===== config.mk =====
export PLATFORM = sky130hd
export DESIGN_NAME = silife_max7219_sink
export DESIGN_NICKNAME = d
export VERILOG_FILES = /design/src/rtl/silife_max7219_pkg.sv /design/src/rtl/silife_max7219_sink_reg.sv /design/src/rtl/silife_max7219_sink.sv
export SDC_FILE = /design/constraint.sdc
export NUM_CORES = 2
export LEC_CHECK = 0
export BUFFER_PORTS_ARGS = -buffer_cell sky130_fd_sc_hd__buf_2
export CAP_MARGIN = 10
export CORE_ASPECT_RATIO = 1.5
export CORE_MARGIN = 5
export CORE_UTILIZATION = 30
export DETAILED_ROUTE_END_ITERATION = 8
export PLACE_DENSITY = 0.41
export SLEW_MARGIN = 20
export SYNTH_ARGS = -nofsm -noshare
export SYNTH_HDL_FRONTEND = slang
export SYNTH_SLANG_ARGS = --single-unit

===== constraint.sdc =====
create_clock -name clk -period 70.4 [get_ports clk]
set_input_delay 14.08 -clock clk [delete_from_list [all_inputs] [get_ports clk]]
set_output_delay 14.08 -clock clk [all_outputs]
set_load 0.01 [all_outputs]

===== src/rtl/silife_max7219_pkg.sv =====
// Shared MAX7219 register map and per-device control bundle
// used by both the SPI driver and the chain receiver.
package silife_max7219_pkg;

  localparam logic [3:0] NOOP         = 4'h0;
  localparam logic [3:0] DIGIT0       = 4'h1;
  localparam logic [3:0] DIGIT1       = 4'h2;
  localparam logic [3:0] DIGIT2       = 4'h3;
  localparam logic [3:0] DIGIT3       = 4'h4;
  localparam logic [3:0] DIGIT4       = 4'h5;
  localparam logic [3:0] DIGIT5       = 4'h6;
  localparam logic [3:0] DIGIT6       = 4'h7;
  localparam logic [3:0] DIGIT7       = 4'h8;
  localparam logic [3:0] DECODE       = 4'h9;
  localparam logic [3:0] INTENSITY    = 4'hA;
  localparam logic [3:0] SCAN_LIMIT   = 4'hB;
  localparam logic [3:0] SHUTDOWN     = 4'hC;
  localparam logic [3:0] DISPLAY_TEST = 4'hF;

  typedef struct packed {
    logic [7:0] decode;
    logic [3:0] intensity;
    logic [2:0] scan_limit;
    logic       shutdown;
    logic       display_test;
  } ctrl_t;

  function automatic logic is_digit(logic [3:0] addr);
    return (addr >= DIGIT0) && (addr <= DIGIT7);
  endfunction

endpackage


===== src/rtl/silife_max7219_sink_reg.sv =====
// One emulated MAX7219: decodes a 12-bit command word
// (addr/data) into its digit rows and control registers.
module silife_max7219_sink_reg
  import silife_max7219_pkg::*;
(
  input  logic        clk,
  input  logic        reset,
  input  logic        commit,
  input  logic [11:0] cmd,
  output logic [63:0] rows,
  output ctrl_t       ctrl
);

  logic [3:0] addr;
  logic [7:0] data;
  logic [2:0] row;

  assign addr = cmd[11:8];
  assign data = cmd[7:0];
  assign row  = 3'(addr - DIGIT0);

  always_ff @(posedge clk or posedge reset) begin
    if (reset) begin
      rows              <= '0;
      ctrl.decode       <= '0;
      ctrl.intensity    <= '0;
      ctrl.scan_limit   <= '0;
      ctrl.shutdown     <= 1'b1;
      ctrl.display_test <= 1'b0;
    end else if (commit) begin
      case (addr)
        NOOP:         ;
        DECODE:       ctrl.decode       <= data;
        INTENSITY:    ctrl.intensity    <= data[3:0];
        SCAN_LIMIT:   ctrl.scan_limit   <= data[2:0];
        SHUTDOWN:     ctrl.shutdown     <= ~data[0];
        DISPLAY_TEST: ctrl.display_test <= data[0];
        default: begin
          if (is_digit(addr))
            rows[{row, 3'b000} +: 8] <= data;
        end
      endcase
    end
  end

endmodule


===== src/rtl/silife_max7219_sink.sv =====
// MAX7219 daisy-chain receiver: synchronises the SPI pins,
// shifts the chain and commits every device word on CS rise.
module silife_max7219_sink
  import silife_max7219_pkg::*;
#(
  parameter int DEVICES     = 16,
  parameter int SYNC_STAGES = 2
) (
  input  logic       clk,
  input  logic       reset,
  input  logic       i_cs,
  input  logic       i_sck,
  input  logic       i_mosi,
  output logic       o_dout,
  input  logic [3:0] i_device,
  input  logic [2:0] i_digit,
  output logic [7:0] o_digit_data,
  output logic [3:0] o_intensity,
  output logic [2:0] o_scan_limit,
  output logic [7:0] o_decode_mode,
  output logic       o_shutdown,
  output logic       o_display_test,
  output logic       o_latch,
  output logic       o_frame_error
);

  localparam int         W    = 16 * DEVICES;
  localparam logic [8:0] FULL = 9'(W);

  logic [SYNC_STAGES-1:0] cs_sync;
  logic [SYNC_STAGES-1:0] sck_sync;
  logic [SYNC_STAGES-1:0] mosi_sync;
  logic cs_s, sck_s, mosi_s;
  logic cs_prev, sck_prev;
  logic cs_rise, cs_fall, shift_en;

  logic [W-1:0] shift_q, shift_d;
  logic [8:0]   cnt_q, cnt_d;

  logic [DEVICES-1:0][63:0] rows_all;
  ctrl_t [DEVICES-1:0]      ctrl_all;
  logic [63:0]              sel_rows;
  ctrl_t                    sel_ctrl;

  // cs idles high through reset so release never looks like a commit
  always_ff @(posedge clk or posedge reset) begin
    if (reset) begin
      cs_sync   <= '1;
      sck_sync  <= '0;
      mosi_sync <= '0;
      cs_prev   <= 1'b1;
      sck_prev  <= 1'b0;
    end else begin
      cs_sync[0]   <= i_cs;
      sck_sync[0]  <= i_sck;
      mosi_sync[0] <= i_mosi;
      for (int i = 1; i < SYNC_STAGES; i++) begin
        cs_sync[i]   <= cs_sync[i-1];
        sck_sync[i]  <= sck_sync[i-1];
        mosi_sync[i] <= mosi_sync[i-1];
      end
      cs_prev  <= cs_s;
      sck_prev <= sck_s;
    end
  end

  assign cs_s   = cs_sync[SYNC_STAGES-1];
  assign sck_s  = sck_sync[SYNC_STAGES-1];
  assign mosi_s = mosi_sync[SYNC_STAGES-1];

  assign cs_rise  = cs_s & ~cs_prev;
  assign cs_fall  = ~cs_s & cs_prev;
  // gate on the previous cs so a final sck rise shifts before commit
  assign shift_en = sck_s & ~sck_prev & ~cs_prev;

  always_comb begin
    shift_d = shift_q;
    cnt_d   = cnt_q;
    if (shift_en) begin
      shift_d = {shift_q[W-2:0], mosi_s};
      if (cnt_q != 9'h1FF)
        cnt_d = cnt_q + 9'd1;
    end
    if (cs_fall)
      cnt_d = '0;
  end

  always_ff @(posedge clk or posedge reset) begin
    if (reset) begin
      shift_q       <= '0;
      cnt_q         <= '0;
      o_dout        <= 1'b0;
      o_latch       <= 1'b0;
      o_frame_error <= 1'b0;
    end else begin
      shift_q <= shift_d;
      cnt_q   <= cnt_d;
      o_dout  <= shift_d[W-1];
      o_latch <= cs_rise;
      if (cs_rise && cnt_d != FULL)
        o_frame_error <= 1'b1;
    end
  end

  for (genvar k = 0; k < DEVICES; k++) begin : g_dev
    silife_max7219_sink_reg u_reg (
      .clk    (clk),
      .reset  (reset),
      .commit (cs_rise),
      .cmd    (shift_d[16*k +: 12]),
      .rows   (rows_all[k]),
      .ctrl   (ctrl_all[k])
    );
  end

  always_comb begin
    sel_rows = '0;
    sel_ctrl = '0;
    for (int k = 0; k < DEVICES; k++) begin
      if (i_device == 4'(k)) begin
        sel_rows = rows_all[k];
        sel_ctrl = ctrl_all[k];
      end
    end
  end

  always_ff @(posedge clk or posedge reset) begin
    if (reset) begin
      o_digit_data   <= '0;
      o_intensity    <= '0;
      o_scan_limit   <= '0;
      o_decode_mode  <= '0;
      o_shutdown     <= 1'b0;
      o_display_test <= 1'b0;
    end else begin
      o_digit_data   <= sel_rows[{i_digit, 3'b000} +: 8];
      o_intensity    <= sel_ctrl.intensity;
      o_scan_limit   <= sel_ctrl.scan_limit;
      o_decode_mode  <= sel_ctrl.decode;
      o_shutdown     <= sel_ctrl.shutdown;
      o_display_test <= sel_ctrl.display_test;
    end
  end

endmodule

==> results.ini <==
[clock_tree]
cts.repair_timing.setup_buffer_count=0
cts-hold-fix-buffers=0
cts-buffers-inserted=178
cts_tree=built
cts_num_sinks=1596
cts_buffer_depth=4
clockRootBuffer=sky130_fd_sc_hd__clkbuf_16
cts_resized=0
clk_latency_ns=0.88
ctsHtreeMaxLevel=4
clk_pin_slew_ns=0.06

[detailed_routing]
vias_per_cell=5.57
routed_wire_length_um=387000
drt_drc_violations_left=0
wl_per_cell_um=37.0
first_iter_violations=4925
drt_pre_antenna_iters=6
route.antenna.remaining_nets=0
dr_total_vias=58300

[hold_path]
hold_path_stages=0
hold_class=reg -> reg
holdPathEnd=mosi_sync[1]$_DFF_PP0_
min-delay-start=mosi_sync[0]$_DFF_PP0_

[setup_path]
critical-path-top-cell-by-count=sky130_fd_sc_hd__buf_4
setup.worst_path.end_class=flop
worst_ep_arrival_time_ns=19.71
setup.worst_path.class=in -> reg
regToRegStartpoint=sck_prev$_DFF_PP0_
cp-start-kind=input port
ordered_cell_list_for_the_critical_path=buf_8 > buf_4 > buf_4 > buf_4 > mux4_2 > a21oi_1 > o311ai_0 > a21oi_1 > o21ai_0 > o2111a_1
worst-path-max-fanout=81
critical-path-slowest-cell=sky130_fd_sc_hd__o21ai_0
r2r_slack_ns=63.67
r2r_end=g_dev[9].u_reg.rows[56]$_DFFE_PP0P_
critical-path-max-stage-delay_ns=0.98
path_delay_family=buffers and inverters
path_buf_inv=4
worst_ep_required_time_ns=71.19
worstRegToRegCells=14
cp.depth=10

[grt]
track_usage_pct=29.0
antenna_violations_before_repair=18
pin_count_of_the_biggest_net_entering_global_routing=160
first_pass_grt_wire_length_um=523000
first_global_vias=59100
total_grt_overflow=0

[timing]
max-slew-margin-rel_pct=15.6
layout_worst_path_cycle_share_pct=26.9
slew_violations=0
timing.setup.tns_ns=0
timing.fmax_ghz=0.0529
finalSetupViolations=0
rsz_0062_raised_after_global_routing=no
postLayoutSetupSlackWorst_ns=51.48
skew_ns=0.0599
final.min_clock_period_ns=18.92
final-hold-violation-count=0
timing_worst_slew_pin_value_ns=1.27

[outcome]
result_of_the_run=complete, no violations

[logic_synthesis]
asyncSetResetFlopFracSynth_pct=100
synth_edf_count=0
netlist-cell-type-count=97
flip_flop_and_latch_count_after_synthesis=1596
synthesis.yosys.warnings=0
synthesized_area_divided_by_synthesized_cell_count_um2=11.0
seq_area_frac_synth_pct=52.7
post_synth_instance_area_um2=75800
synth_cells=6902
synth_nets=7028
synth_ff_type=sky130_fd_sc_hd__dfrtp_1

[floorplan]
die-area_um2=263000
row_count=226
core_area_um2=252000
initial_core_utilization_pct=30.1
num_io_pins=40
floorplan.die.height_um=626
fp.dieW_um=420

[job]
drv.max_cap_violation_count=0

[cells_and_area]
syn_to_final_growth_pct=15.1
fin_nets=7129
finish.instance_area_um2=87200
commonest_cells_after_routing_fill_and_taps_aside=1577 x sky130_fd_sc_hd__dfrtp_1, 1000 x sky130_fd_sc_hd__mux2_2, 848 x sky130_fd_sc_hd__nand2_1, 633 x sky130_fd_sc_hd__nor2_1, 495 x sky130_fd_sc_hd__o21ai_0
leading_cell_type_in_the_layout_fill_and_taps_excluded=sky130_fd_sc_hd__dfrtp_1
final_layout_size_suffix_gt1_share_pct=25.4

[placement]
placed_cell_area_um2=81100
half_perimeter_wire_length_after_detailed_placement_um=297000
buffer_ports.inserted=39
gp_routability_congestion=0.998
post_placement_setup_slack_ns=50.44

[power]
max-vdd-ir-drop_mv=0.0174
fin_total_pwr_mw=2.06
power.static_leakage_nw=41.5
power.density_cell_area_nw_per_um2=23.6

## kinds of logic after synthesis
kind of cell             synth area share [%]
AO/OA/AOI/OAI                            11.7
flip-flops                               52.7
adder cells (fa/ha/maj)                  1.88
multiplexers                             19.7
AND/OR/NAND/NOR                          10.7
buffers and inverters                    2.98
XOR/XNOR                                0.243
## flip-flops by register name, summed over array words and instances, names as in the netlist
name,flops
o_frame_error,1
o_decode_mode,8
cnt_q,9
o_shutdown,1
sck_sync,2
o_digit_data,8
cs_prev,1
mosi_sync,2
o_display_test,1
sck_prev,1
o_latch,1
o_scan_limit,3
o_intensity,4
shift_q,256
g_dev.u_reg.ctrl,272
cs_sync,2
g_dev.u_reg.rows,1024
## metal layers
layer | wire length [µm] | track usage [%]
met5 | 26 | 0
met3 | 18900 | 4.43
met4 | 44900 | 26.5
met2 | 188000 | 49.1
met1 | 136000 | 31.0
## worst max path at each step
stage | from | endpoint | slack (ns)
2_1_floorplan | reset | cnt_q[0]$_DFF_PP0_ | 11.32
3_3_place_gp | reset | g_dev[5].u_reg.rows[18]$_DFFE_PP0P_ | 50.50
3_5_place_dp | reset | g_dev[5].u_reg.rows[17]$_DFFE_PP0P_ | 50.44
4_1_cts | reset | g_dev[3].u_reg.rows[29]$_DFFE_PP0P_ | 51.31
5_1_grt | reset | g_dev[4].u_reg.rows[55]$_DFFE_PP0P_ | 50.65
6_report | i_device[0] | o_digit_data[2]$_DFF_PP0_ | 51.48
## metrics by stage
| step | utilization [%] | hold WS (ns) | std cells |
|---|---|---|---|
| finish | 34.6 | 0.348 | 10500 |
| CTS | 34.5 | 0.349 | 10400 |
| global route | 34.6 | 0.360 | 10400 |
| global placement | 32.1 | 0.342 | 10100 |
| floorplan | - | 0.331 | 6902 |
| detailed placement | 32.1 | 0.335 | 10100 |
## where the power goes
| group | internal (mW) | switching (mW) | total [mW] |
|---|---|---|---|
| clock network | 0.569 | 0.416 | 0.985 |
| registers | 0.923 | 0.00546 | 0.928 |
| logic | 0.0329 | 0.113 | 0.146 |
## Yosys cell counts, types with 21 or more instances
| library cell | count | area share, % |
|---|---|---|
| sky130_fd_sc_hd__nand4_1 | 28 | 0.23 |
| sky130_fd_sc_hd__nand3_1 | 34 | 0.22 |
| sky130_fd_sc_hd__or2_2 | 21 | 0.17 |
| sky130_fd_sc_hd__a211oi_1 | 24 | 0.24 |
| sky130_fd_sc_hd__mux4_2 | 43 | 1.3 |
| sky130_fd_sc_hd__nand2_1 | 851 | 4.2 |
| sky130_fd_sc_hd__o22ai_1 | 100 | 0.83 |
| sky130_fd_sc_hd__o21ai_0 | 496 | 3.3 |
| sky130_fd_sc_hd__a221oi_1 | 48 | 0.55 |
| sky130_fd_sc_hd__buf_2 | 91 | 0.60 |
| sky130_fd_sc_hd__o211ai_1 | 31 | 0.31 |
| sky130_fd_sc_hd__nor2_1 | 646 | 3.2 |
| sky130_fd_sc_hd__a22oi_1 | 83 | 0.82 |
| sky130_fd_sc_hd__buf_1 | 52 | 0.26 |
| sky130_fd_sc_hd__clkbuf_1 | 210 | 1.0 |
| sky130_fd_sc_hd__o31ai_1 | 24 | 0.24 |
| sky130_fd_sc_hd__and3_1 | 39 | 0.32 |
| sky130_fd_sc_hd__o221ai_1 | 48 | 0.55 |
| sky130_fd_sc_hd__and2_1 | 23 | 0.19 |
| sky130_fd_sc_hd__inv_1 | 202 | 1.0 |
| sky130_fd_sc_hd__mux2i_1 | 265 | 3.5 |
| sky130_fd_sc_hd__ha_1 | 114 | 1.9 |
| sky130_fd_sc_hd__nor2b_1 | 31 | 0.26 |
| sky130_fd_sc_hd__or3_1 | 25 | 0.21 |
| sky130_fd_sc_hd__nor3_1 | 64 | 0.42 |
| sky130_fd_sc_hd__a21oi_1 | 317 | 2.1 |
| sky130_fd_sc_hd__a31oi_1 | 39 | 0.32 |
| sky130_fd_sc_hd__dfrtp_1 | 1577 | 52 |
| sky130_fd_sc_hd__mux2_2 | 1000 | 15 |
## layout make-up
type | count | area, µm²
clock inverter | 46 | 548
clock buffer | 269 | 5400
fill | 25400 | 165000
inverter | 204 | 777
multi-input combinational | 4743 | 34200
tap | 3306 | 4140
antenna | 10 | 25.0
timing repair buffer | 280 | 2140
sequential | 1596 | 40000
Note: power is estimated with default switching activity, not from simulation.
